<file path="config.mk">
export PLATFORM = sky130hd
export DESIGN_NAME = uart_debug_loader
export DESIGN_NICKNAME = d
export VERILOG_FILES = /design/src/rtl/uart_debug_loader_pkg.sv /design/src/rtl/uart_debug_loader_rx.sv /design/src/rtl/uart_debug_loader.sv
export SDC_FILE = /design/constraint.sdc
export NUM_CORES = 1
export LEC_CHECK = 0
export CORE_MARGIN = 3
export CORE_UTILIZATION = 40
export DETAILED_ROUTE_END_ITERATION = 10
export PLACE_DENSITY = 0.66
export SYNTH_ARGS = -nofsm -noshare
export SYNTH_HDL_FRONTEND = slang
export SYNTH_SLANG_ARGS = --single-unit
</file>
<file path="constraint.sdc">
create_clock -name clk -period 2.62 [get_ports clk]
set_clock_uncertainty 0.1 [all_clocks]
set_input_delay 0.524 -clock clk [delete_from_list [all_inputs] [get_ports clk]]
set_output_delay 0.524 -clock clk [all_outputs]
set_load 0.05 [all_outputs]
</file>
<file path="src/rtl/uart_debug_loader_pkg.sv">
// Shared constants, state encodings and baud-divider helper for the UART debug loader.
package uart_debug_loader_pkg;

    localparam logic [7:0] SYNC_BYTE = 8'hA5;
    localparam logic [7:0] ACK_BYTE  = 8'h06;
    localparam logic [7:0] NAK_BYTE  = 8'h15;

    typedef enum logic [2:0] {
        StIdle,
        StAddr,
        StCnt,
        StData,
        StWrite,
        StCsum,
        StResp
    } state_e;

    typedef enum logic [1:0] {
        RxIdle,
        RxStart,
        RxData,
        RxStop
    } rx_state_e;

    function automatic int unsigned baud_div(input int unsigned clk_freq,
                                             input int unsigned baud);
        return clk_freq / baud;
    endfunction

    // States in which the inter-byte timeout and frame-error tracking apply.
    function automatic logic in_frame(input state_e st);
        return st inside {StAddr, StCnt, StData, StWrite, StCsum};
    endfunction

endpackage

</file>
<file path="src/rtl/uart_debug_loader_rx.sv">
// 8N1 UART receiver: 2-flop synchroniser, mid-bit sampling, glitch-filtered start, stop check.
module uart_rx_byte
    import uart_debug_loader_pkg::*;
#(
    parameter int unsigned BAUD_DIV = 10
) (
    input  logic       clk,
    input  logic       rst_n,
    input  logic       i_rx,
    input  logic       i_abort,
    output logic       o_byte_valid,
    output logic [7:0] o_byte_data,
    output logic       o_frame_err
);

    localparam int unsigned CW = $clog2(BAUD_DIV);
    localparam logic [CW-1:0] HALF_END = CW'(BAUD_DIV / 2 - 1);
    localparam logic [CW-1:0] FULL_END = CW'(BAUD_DIV - 1);

    rx_state_e     r_state;
    logic          r_s1;
    logic          r_s2;
    logic          r_prev;
    logic [CW-1:0] r_cnt;
    logic [2:0]    r_bit;
    logic [7:0]    r_data;
    logic          r_valid;
    logic          r_ferr;

    always_ff @(posedge clk or negedge rst_n) begin
        if (!rst_n) begin
            r_state <= RxIdle;
            r_s1    <= 1'b1;
            r_s2    <= 1'b1;
            r_prev  <= 1'b1;
            r_cnt   <= '0;
            r_bit   <= '0;
            r_data  <= '0;
            r_valid <= 1'b0;
            r_ferr  <= 1'b0;
        end else begin
            r_s1    <= i_rx;
            r_s2    <= r_s1;
            r_prev  <= r_s2;
            r_valid <= 1'b0;
            r_ferr  <= 1'b0;
            if (i_abort) begin
                r_state <= RxIdle;
                r_cnt   <= '0;
            end else begin
                case (r_state)
                    RxIdle: begin
                        if (r_prev && !r_s2) begin
                            r_state <= RxStart;
                            r_cnt   <= '0;
                        end
                    end
                    RxStart: begin
                        if (r_cnt == HALF_END) begin
                            r_cnt   <= '0;
                            r_bit   <= '0;
                            // A start bit that is high again at mid-bit was a glitch.
                            r_state <= r_s2 ? RxIdle : RxData;
                        end else begin
                            r_cnt <= r_cnt + CW'(1);
                        end
                    end
                    RxData: begin
                        if (r_cnt == FULL_END) begin
                            r_cnt  <= '0;
                            r_data <= {r_s2, r_data[7:1]};
                            r_bit  <= r_bit + 3'd1;
                            if (r_bit == 3'd7) begin
                                r_state <= RxStop;
                            end
                        end else begin
                            r_cnt <= r_cnt + CW'(1);
                        end
                    end
                    RxStop: begin
                        if (r_cnt == FULL_END) begin
                            r_cnt   <= '0;
                            r_state <= RxIdle;
                            if (r_s2) begin
                                r_valid <= 1'b1;
                            end else begin
                                r_ferr <= 1'b1;
                            end
                        end else begin
                            r_cnt <= r_cnt + CW'(1);
                        end
                    end
                endcase
            end
        end
    end

    assign o_byte_valid = r_valid;
    assign o_byte_data  = r_data;
    assign o_frame_err  = r_ferr;

endmodule

</file>
<file path="src/rtl/uart_debug_loader.sv">
// UART-fed bus master: parses A5-framed images, writes one word per cycle, answers ACK/NAK.
module uart_debug_loader
    import uart_debug_loader_pkg::*;
#(
    parameter int unsigned CLK_FREQ    = 50000000,
    parameter int unsigned BAUD        = 115200,
    parameter int unsigned TIMEOUT_CYC = 1000000
) (
    input  logic        clk,
    input  logic        rst_n,
    input  logic        debug_en_i,
    input  logic        rx_pin,
    output logic        tx_pin,
    output logic        req_o,
    output logic        mem_we_o,
    output logic [31:0] mem_addr_o,
    output logic [31:0] mem_wdata_o,
    input  logic [31:0] mem_rdata_i,
    output logic        busy_o
);

    localparam int unsigned BAUD_DIV = baud_div(CLK_FREQ, BAUD);
    localparam int unsigned CW = $clog2(BAUD_DIV);
    localparam logic [CW-1:0] BIT_END = CW'(BAUD_DIV - 1);
    localparam logic [31:0] TIMEOUT_END = 32'(TIMEOUT_CYC - 1);

    state_e        r_state;
    logic          r_en_s1;
    logic          r_en_s2;
    logic [1:0]    r_byte_cnt;
    logic [8:0]    r_word_cnt;
    logic [7:0]    r_csum;
    logic          r_ferr;
    logic [31:0]   r_addr;
    logic [31:0]   r_wdata;
    logic [31:0]   r_idle_cnt;
    logic          r_req;
    logic          r_busy;
    logic          r_tx;
    logic [8:0]    r_tx_frame;
    logic [3:0]    r_tx_idx;
    logic [CW-1:0] r_tx_cnt;

    logic          w_rx_valid;
    logic          w_rx_ferr;
    logic [7:0]    w_rx_data;
    logic          w_rx_abort;
    logic          w_timeout;
    logic          w_unused_rdata;

    assign w_unused_rdata = ^mem_rdata_i;
    assign w_rx_abort     = ~r_en_s2;
    assign w_timeout      = in_frame(r_state) && !w_rx_valid && (r_idle_cnt == TIMEOUT_END);

    uart_rx_byte #(
        .BAUD_DIV(BAUD_DIV)
    ) u_rx (
        .clk         (clk),
        .rst_n       (rst_n),
        .i_rx        (rx_pin),
        .i_abort     (w_rx_abort),
        .o_byte_valid(w_rx_valid),
        .o_byte_data (w_rx_data),
        .o_frame_err (w_rx_ferr)
    );

    always_ff @(posedge clk or negedge rst_n) begin
        if (!rst_n) begin
            r_state    <= StIdle;
            r_en_s1    <= 1'b0;
            r_en_s2    <= 1'b0;
            r_byte_cnt <= '0;
            r_word_cnt <= '0;
            r_csum     <= '0;
            r_ferr     <= 1'b0;
            r_addr     <= '0;
            r_wdata    <= '0;
            r_idle_cnt <= '0;
            r_req      <= 1'b0;
            r_busy     <= 1'b0;
            r_tx       <= 1'b1;
            r_tx_frame <= '1;
            r_tx_idx   <= '0;
            r_tx_cnt   <= '0;
        end else begin
            r_en_s1 <= debug_en_i;
            r_en_s2 <= r_en_s1;
            if (!r_en_s2) begin
                r_state <= StIdle;
                r_req   <= 1'b0;
                r_tx    <= 1'b1;
                r_busy  <= 1'b0;
            end else if (w_timeout) begin
                r_state    <= StIdle;
                r_req      <= 1'b0;
                r_busy     <= 1'b0;
                r_idle_cnt <= '0;
            end else begin
                if (in_frame(r_state)) begin
                    r_idle_cnt <= w_rx_valid ? 32'd0 : r_idle_cnt + 32'd1;
                    if (w_rx_ferr) begin
                        r_ferr <= 1'b1;
                    end
                end
                case (r_state)
                    StIdle: begin
                        if (w_rx_valid && w_rx_data == SYNC_BYTE) begin
                            r_state    <= StAddr;
                            r_busy     <= 1'b1;
                            r_byte_cnt <= '0;
                            r_csum     <= '0;
                            r_ferr     <= 1'b0;
                            r_idle_cnt <= '0;
                        end
                    end
                    StAddr: begin
                        if (w_rx_valid) begin
                            r_csum     <= r_csum ^ w_rx_data;
                            r_byte_cnt <= r_byte_cnt + 2'd1;
                            if (r_byte_cnt == 2'd3) begin
                                r_addr  <= {w_rx_data, r_addr[31:10], 2'b00};
                                r_state <= StCnt;
                            end else begin
                                r_addr <= {w_rx_data, r_addr[31:8]};
                            end
                        end
                    end
                    StCnt: begin
                        if (w_rx_valid) begin
                            r_csum     <= r_csum ^ w_rx_data;
                            r_word_cnt <= {(w_rx_data == 8'h00), w_rx_data};
                            r_byte_cnt <= '0;
                            r_state    <= StData;
                        end
                    end
                    StData: begin
                        if (w_rx_valid) begin
                            r_csum     <= r_csum ^ w_rx_data;
                            r_wdata    <= {w_rx_data, r_wdata[31:8]};
                            r_byte_cnt <= r_byte_cnt + 2'd1;
                            if (r_byte_cnt == 2'd3) begin
                                r_req   <= 1'b1;
                                r_state <= StWrite;
                            end
                        end
                    end
                    StWrite: begin
                        r_req      <= 1'b0;
                        r_addr     <= r_addr + 32'd4;
                        r_word_cnt <= r_word_cnt - 9'd1;
                        r_state    <= (r_word_cnt == 9'd1) ? StCsum : StData;
                    end
                    StCsum: begin
                        if (w_rx_valid) begin
                            r_tx_frame <= {1'b1, (w_rx_data == r_csum && !r_ferr) ?
                                                 ACK_BYTE : NAK_BYTE};
                            r_tx       <= 1'b0;
                            r_tx_idx   <= '0;
                            r_tx_cnt   <= '0;
                            r_state    <= StResp;
                        end
                    end
                    StResp: begin
                        if (r_tx_cnt == BIT_END) begin
                            r_tx_cnt <= '0;
                            // Index 9 means the stop bit has now been held a full bit time.
                            if (r_tx_idx == 4'd9) begin
                                r_state <= StIdle;
                                r_busy  <= 1'b0;
                            end else begin
                                r_tx       <= r_tx_frame[0];
                                r_tx_frame <= {1'b1, r_tx_frame[8:1]};
                                r_tx_idx   <= r_tx_idx + 4'd1;
                            end
                        end else begin
                            r_tx_cnt <= r_tx_cnt + CW'(1);
                        end
                    end
                    default: begin
                        r_state <= StIdle;
                        r_req   <= 1'b0;
                        r_busy  <= 1'b0;
                        r_tx    <= 1'b1;
                    end
                endcase
            end
        end
    end

    assign tx_pin      = r_tx;
    assign req_o       = r_req;
    assign mem_we_o    = r_req;
    assign mem_addr_o  = r_addr;
    assign mem_wdata_o = r_wdata;
    assign busy_o      = r_busy;

endmodule
</file>
==> results of run 1 <==
## worst reg2reg max path: stages, from the launching register on
cell     delay (ns)
dfrtp_1        0.37
ha_2           0.19
nand2_1        0.10
or4_4          0.53
o31a_1         0.36
and3_2         0.23
buf_12         0.18
mux2_1         0.36
## final cells by class
type,instances,area (sq um),share of cell area
Clock buffer,18,439,0.0385
Clock inverter,14,140,0.0123
Tap cell,313,392,0.0344
Multi-Input combinational cell,711,4790,0.421
Sequential cell,172,4320,0.379
Timing Repair Buffer,128,1220,0.107
Inverter,25,93.8,0.00824
## flip-flops by register name, indices dropped and copies added, names as in the netlist, 9 cells and up
name / flops
r_tx_cnt: 9
r_word_cnt: 9
mem_addr_o: 32
r_idle_cnt: 32
u_rx.r_cnt: 9
mem_wdata_o: 32
## routing by layer
layer	up-vias	share of wire	routed length, um	track usage
met4	0	0.0084	199	0.0434
met2	220	0.47	11200	0.295
met5	-	0	0	0
met3	19	0.044	1030	0.0340
li1	3841	-	-	-
met1	4011	0.47	11200	0.262
## path summary, 6_finish.rpt
check	slack, ns	start	depth (start not counted)	to
setup / recovery	0.09	r_idle_cnt[1]	7	mem_wdata_o[0]
hold reg to reg	0.25	u_rx.r_s1	0	u_rx.r_s2
hold / removal	0.25	u_rx.r_s1	0	u_rx.r_s2
max in group asynchronous	1.17	rst_n	3	u_rx.r_prev
setup reg to reg	0.09	r_idle_cnt[1]	7	mem_wdata_o[0]
min in group asynchronous	0.48	rst_n	2	r_idle_cnt[11]
## stage by stage
step	setup WS, ns	cell area (sq um)	cells
6_report	0.0869	11400	1381
5_1_grt	0.00786	11400	1381
4_1_cts	0.0530	11400	1379
3_5_place_dp	0.0647	10800	1346
3_3_place_gp	0.0908	10800	1346
2_1_floorplan	0.0138	9500	975
## power groups by stage
stage	Sequential, W	Combinational [W]	Clock (W)
6_report	0.00267	0.000209	0.00252
5_1_grt	0.00267	0.000234	0.00269
4_1_cts	0.00267	0.000213	0.00258
3_5_place_dp	0.00272	0.000211	0
2_1_floorplan	0.00272	0.0000988	0
3_3_place_gp	0.00272	0.000210	0
## what timing repair did
action	4_1_cts	5_1_grt
setup buffers	0	2
gates resized for setup	0	2
endpoints found under the hold margin	46	0
hold buffers	1	0
endpoints found under the setup margin	0	52
## cells by family (layout without fill, tap and decap cells)
family,Yosys count,after routing,synth area share
AOI/OAI and AO/OA,282,282,0.198
xor gates and xnor gates,14,14,0.0129
adders and majority gates,19,19,0.0250
buffers and inverters,92,185,0.0425
DFF,172,172,0.455
muxes,52,52,0.0726
and+or+nand+nor,344,344,0.195
## placed cells by master (no fill, tap or decap), types with 10 or more instances in the layout
cell               n
nor2_1            59
dfstp_2           12
o31ai_1           12
mux2_2            11
clkdlybuf4s50_1   70
a41oi_1           12
o22ai_1           10
inv_1             24
a2bb2oi_1         14
mux2_4            30
nand3_1           38
nand4_1           23
xnor2_1           10
nor4_1            16
nor3_1            37
ha_1              18
a31oi_1           47
o21ai_0           65
clkbuf_16         17
and4_1            10
a22o_1            14
o21ai_1           11
dfrtp_1          160
and3_1            22
nand2b_1          18
nand2_1           60
buf_4             50
or3_1             12
a21oi_1           35
==> out/qor.yml, run 1 <==
clocking:
  clock_path_buffers: 2
  tritoncts.num_buffers: 17
  cts_tree: "done"
  clkTransAtPathRegs_ns: 0.08
  insertion_delay_ns: 0.44
  numClockSinks: 172
  root_buffer: "clkbuf_16"
  h-tree-depth: 4
die:
  die_w_um: 160
  ios: 104
  dieArea_sq_um: 25600
  initial_core_util: 0.413
  fp.dieH_um: 160
  core_area_sq_um: 23000
  fp-row-count: 55
grt:
  antenna_found_initial: 0
  grt_usage: 0.185
  grt_max_degree: 71
  first_global_vias: 7706
  grt_first_pass_wirelength_um: 39800
  grt.overflow.total: 0
synthesis:
  synth_flop_cell: "dfrtp_1"
  yosysTopAreaCellShare: 0.421
  synth_cell_types: 73
  synth_area_leaders: "dfrtp_1 42%, mux2_4 4.7%, o21ai_0 3.4%"
  avgSynthCellArea_sq_um: 9.75
  yosysMostFrequentCell: "dfrtp_1"
  synth_edf_count: 0
  netlist_area_sq_um: 9500
  synthCells: 975
  async_reset_ff_frac: 1.00
  synth_common_cells: "160 x dfrtp_1, 65 x o21ai_0, 60 x nand2_1, 60 x nor2_1, 52 x clkbuf_1"
  synth_largest_area_cell: "dfrtp_1"
  yosysWarnings: 0
  synth_seq_cells: 172
  postSynthNetCount: 1030
  synth_seq_area_share: 0.455
sta:
  fmax_mhz: 395
  timing.hold.ws_ns: 0.251
  hold_viol: 0
  period_share: 0.967
  period_minus_slack_ns: 2.53
  slew_headroom: 0.416
  setup_violations: 0
  tightest_slew_ns: 0.875
  fin_tns_setup_ns: 0
  rsz0062_at_grt: "no"
  final_max_slew_viol_count: 0
route:
  drt_pass1_iterations: 7
  viasPerCell: 5.86
  wl_per_cell_um: 17.1
  vias: 8091
  wl_um: 23600
  drt-initial-drc-count: 602
  drc: 0
  final_antenna_net_count: 0
worst_setup_path:
  cp_slowest_stage_delay_ns: 0.53
  start_kind: "flop"
  worstPathArrival_ns: 2.75
  criticalPathCategory: "reg2reg"
  cp_cell_sequence: "ha_2 > nand2_1 > or4_4 > o31a_1 > and3_2 > buf_12 > mux2_1"
  crit_path_end_kind: "flop"
  path_buf_inv: 1
  worst-path-max-fanout: 32
  critPathSlowestCell: "or4_4"
  required_ns: 2.84
  crit_family: "simple AND/OR/NAND/NOR gates"
layout:
  insertedDiodeCount: 0
  final_util: 0.496
  nNetsFinal: 1110
  fillers: 2159
  layout-drive-gt1-share: 0.152
  areaGrowthSynthToFinish_pct: 19.9
power:
  seqPwrFrac: 0.495
  leakage_nw: 4.87
  switching_share: 0.255
  power_frac_clock: 0.466
  power_frac_comb: 0.039
  p_int_w: 0.00402
  finalPower_w: 0.00540
  powerDensity_nw_per_um2: 474
  ir_worst_vdd_mv: 0.373
  p_sw_w: 0.00138
place:
  gp_congestion: 0.853
  place_hpwl_um: 15500
  io_buffers: 71
worst_hold_path:
  hold_class: "reg2reg"
job:
  drv_cap: 0
status:
  status: "complete, no violations"
Note: power is estimated with default switching activity, not from simulation.
==> run 2, diff against run 1 <==
Settings changed: CORE_MARGIN 3 to not set.
==> run 2 against run 1 <==
Maximum frequency up 1.4%. Cell count up 0.14%. Register-to-register slack gained 0.03 ns. Critical path depth up 1. Sequential cell count unchanged. Largest power group unchanged. Clock power is 6% higher. Via count fell by 0.14%.
==> out/qor.yml, run 2 (synthesis results as in run 1) <==
worst_setup_path:
  start_kind: "flop"
  required_ns: 2.87
  worstPathArrival_ns: 2.74
  crit_path_end_kind: "flop"
  criticalPathCategory: "reg2reg"
  worst-path-max-fanout: 22
job:
  drv_cap: 0
route:
  final_antenna_net_count: 0
  viasPerCell: 5.84
  drt_pass1_iterations: 5
  vias: 8080
  drt-initial-drc-count: 563
  wl_um: 23700
  drc: 0
  wl_per_cell_um: 17.2
place:
  place_hpwl_um: 15600
  dp.cells: 1350
  gp_congestion: 0.830
  io_buffers: 71
  dp_slack_ns: 0.0696
worst_hold_path:
  hold_class: "reg2reg"
clocking:
  tritoncts.num_buffers: 17
  h-tree-depth: 4
  numClockSinks: 172
  root_buffer: "clkbuf_16"
  insertion_delay_ns: 0.43
  cts_tree: "done"
  clock_path_buffers: 2
  clkTransAtPathRegs_ns: 0.07
sta:
  tightest_slew_ns: 0.878
  period_minus_slack_ns: 2.50
  period_share: 0.954
  fmax_mhz: 400
  timing.hold.ws_ns: 0.257
  hold_viol: 0
  final_max_slew_viol_count: 0
  rsz0062_at_grt: "no"
  fin_ws_ns: 0.121
  fin_tns_setup_ns: 0
  setup_violations: 0
  slew_headroom: 0.414
layout:
  nNetsFinal: 1107
  layout-drive-gt1-share: 0.148
  layout_common_cells: "160 x dfrtp_1, 70 x clkdlybuf4s50_1, 65 x o21ai_0, 60 x nand2_1, 60 x nor2_1"
  stdcell_count: 1383
  layout_commonest_cell: "dfrtp_1"
  insertedDiodeCount: 0
  areaGrowthSynthToFinish_pct: 20.2
grt:
  first_global_vias: 7544
  grt_max_degree: 63
  grt.overflow.total: 0
  grt_usage: 0.201
  grt_first_pass_wirelength_um: 39400
  antenna_found_initial: 0
die:
  initial_core_util: 0.406
  die_w_um: 156
  fp-row-count: 56
  fp.dieH_um: 156
  core_area_sq_um: 23400
  ios: 104
  dieArea_sq_um: 24400
power:
  ir_worst_vdd_mv: 0.341
  finalPower_w: 0.00555
  leakage_nw: 4.87
  powerDensity_nw_per_um2: 486
status:
  status: "complete, no violations"
## run 2: cell types whose count changed in the layout (fill, tap and decap cells not counted), sizes merged
cell,before,now
bufinv,0,3
clkinvlp,0,2
buf,57,54
clkbuf,18,19
inv,33,29
clkinv,6,3
## run 2: worst paths after layout
check	startpoint	to	cells past startpoint	slack (ns)
max	r_idle_cnt[1]	mem_addr_o[31]	8	0.12
min	u_rx.r_s1	u_rx.r_s2	0	0.26
max reg2reg	r_idle_cnt[1]	mem_addr_o[31]	8	0.12
min reg2reg	u_rx.r_s1	u_rx.r_s2	0	0.26
max in group asynchronous	rst_n	r_tx_frame[3]	3	1.26
min in group asynchronous	rst_n	r_idle_cnt[10]	2	0.38
## run 2: critical path, stage by stage (launching register included)
cell	delay (ns)
dfrtp_1	0.38
ha_2	0.21
nand2_1	0.10
or4_4	0.53
o31ai_4	0.32
buf_12	0.21
nor2_1	0.18
buf_4	0.22
a2bb2oi_1	0.16
## run 2: layer usage
| layer | wire [um] | vias to the layer above | track usage |
|---|---|---|---|
| met4 | 273 | 0 | 0.0406 |
| met3 | 1010 | 30 | 0.0400 |
| li1 | - | 3823 | - |
| met2 | 11100 | 204 | 0.312 |
| met1 | 11400 | 4023 | 0.288 |
| met5 | 0 | - | 0 |
## run 2: final cells by class
| cell class | instances | area (sq um) |
|---|---|---|
| repair buffers | 125 | 1210 |
| fillers | 2193 | 12000 |
| inverters | 25 | 93.8 |
| flip-flops and latches | 172 | 4320 |
| clock buffers | 19 | 453 |
| well taps | 319 | 399 |
| multi-input cells | 711 | 4790 |
| clock inverters | 12 | 159 |
## run 2: per-stage QoR
stage	cell area, sq um	util
after floorplan	9500	-
after global placement	10800	0.461
after detailed placement	10800	0.461
after CTS	11400	0.488
after global routing	11400	0.488
final	11400	0.488
## run 2: report_power, final
part	leakage (nW)	switching, W	internal, W	total [W]
combinational	2.22	0.000145	0.0000647	0.000210
sequential	2.36	0.00000917	0.00267	0.00267
clock	0.297	0.00111	0.00156	0.00267
## run 2: what timing repair did
item | CTS | global route
hold buffers | 1 | 0
setup endpoints to repair | 0 | 35
setup buffers | 0 | 1
gates resized for setup | 0 | 1
endpoints found under the hold margin | 9 | 0
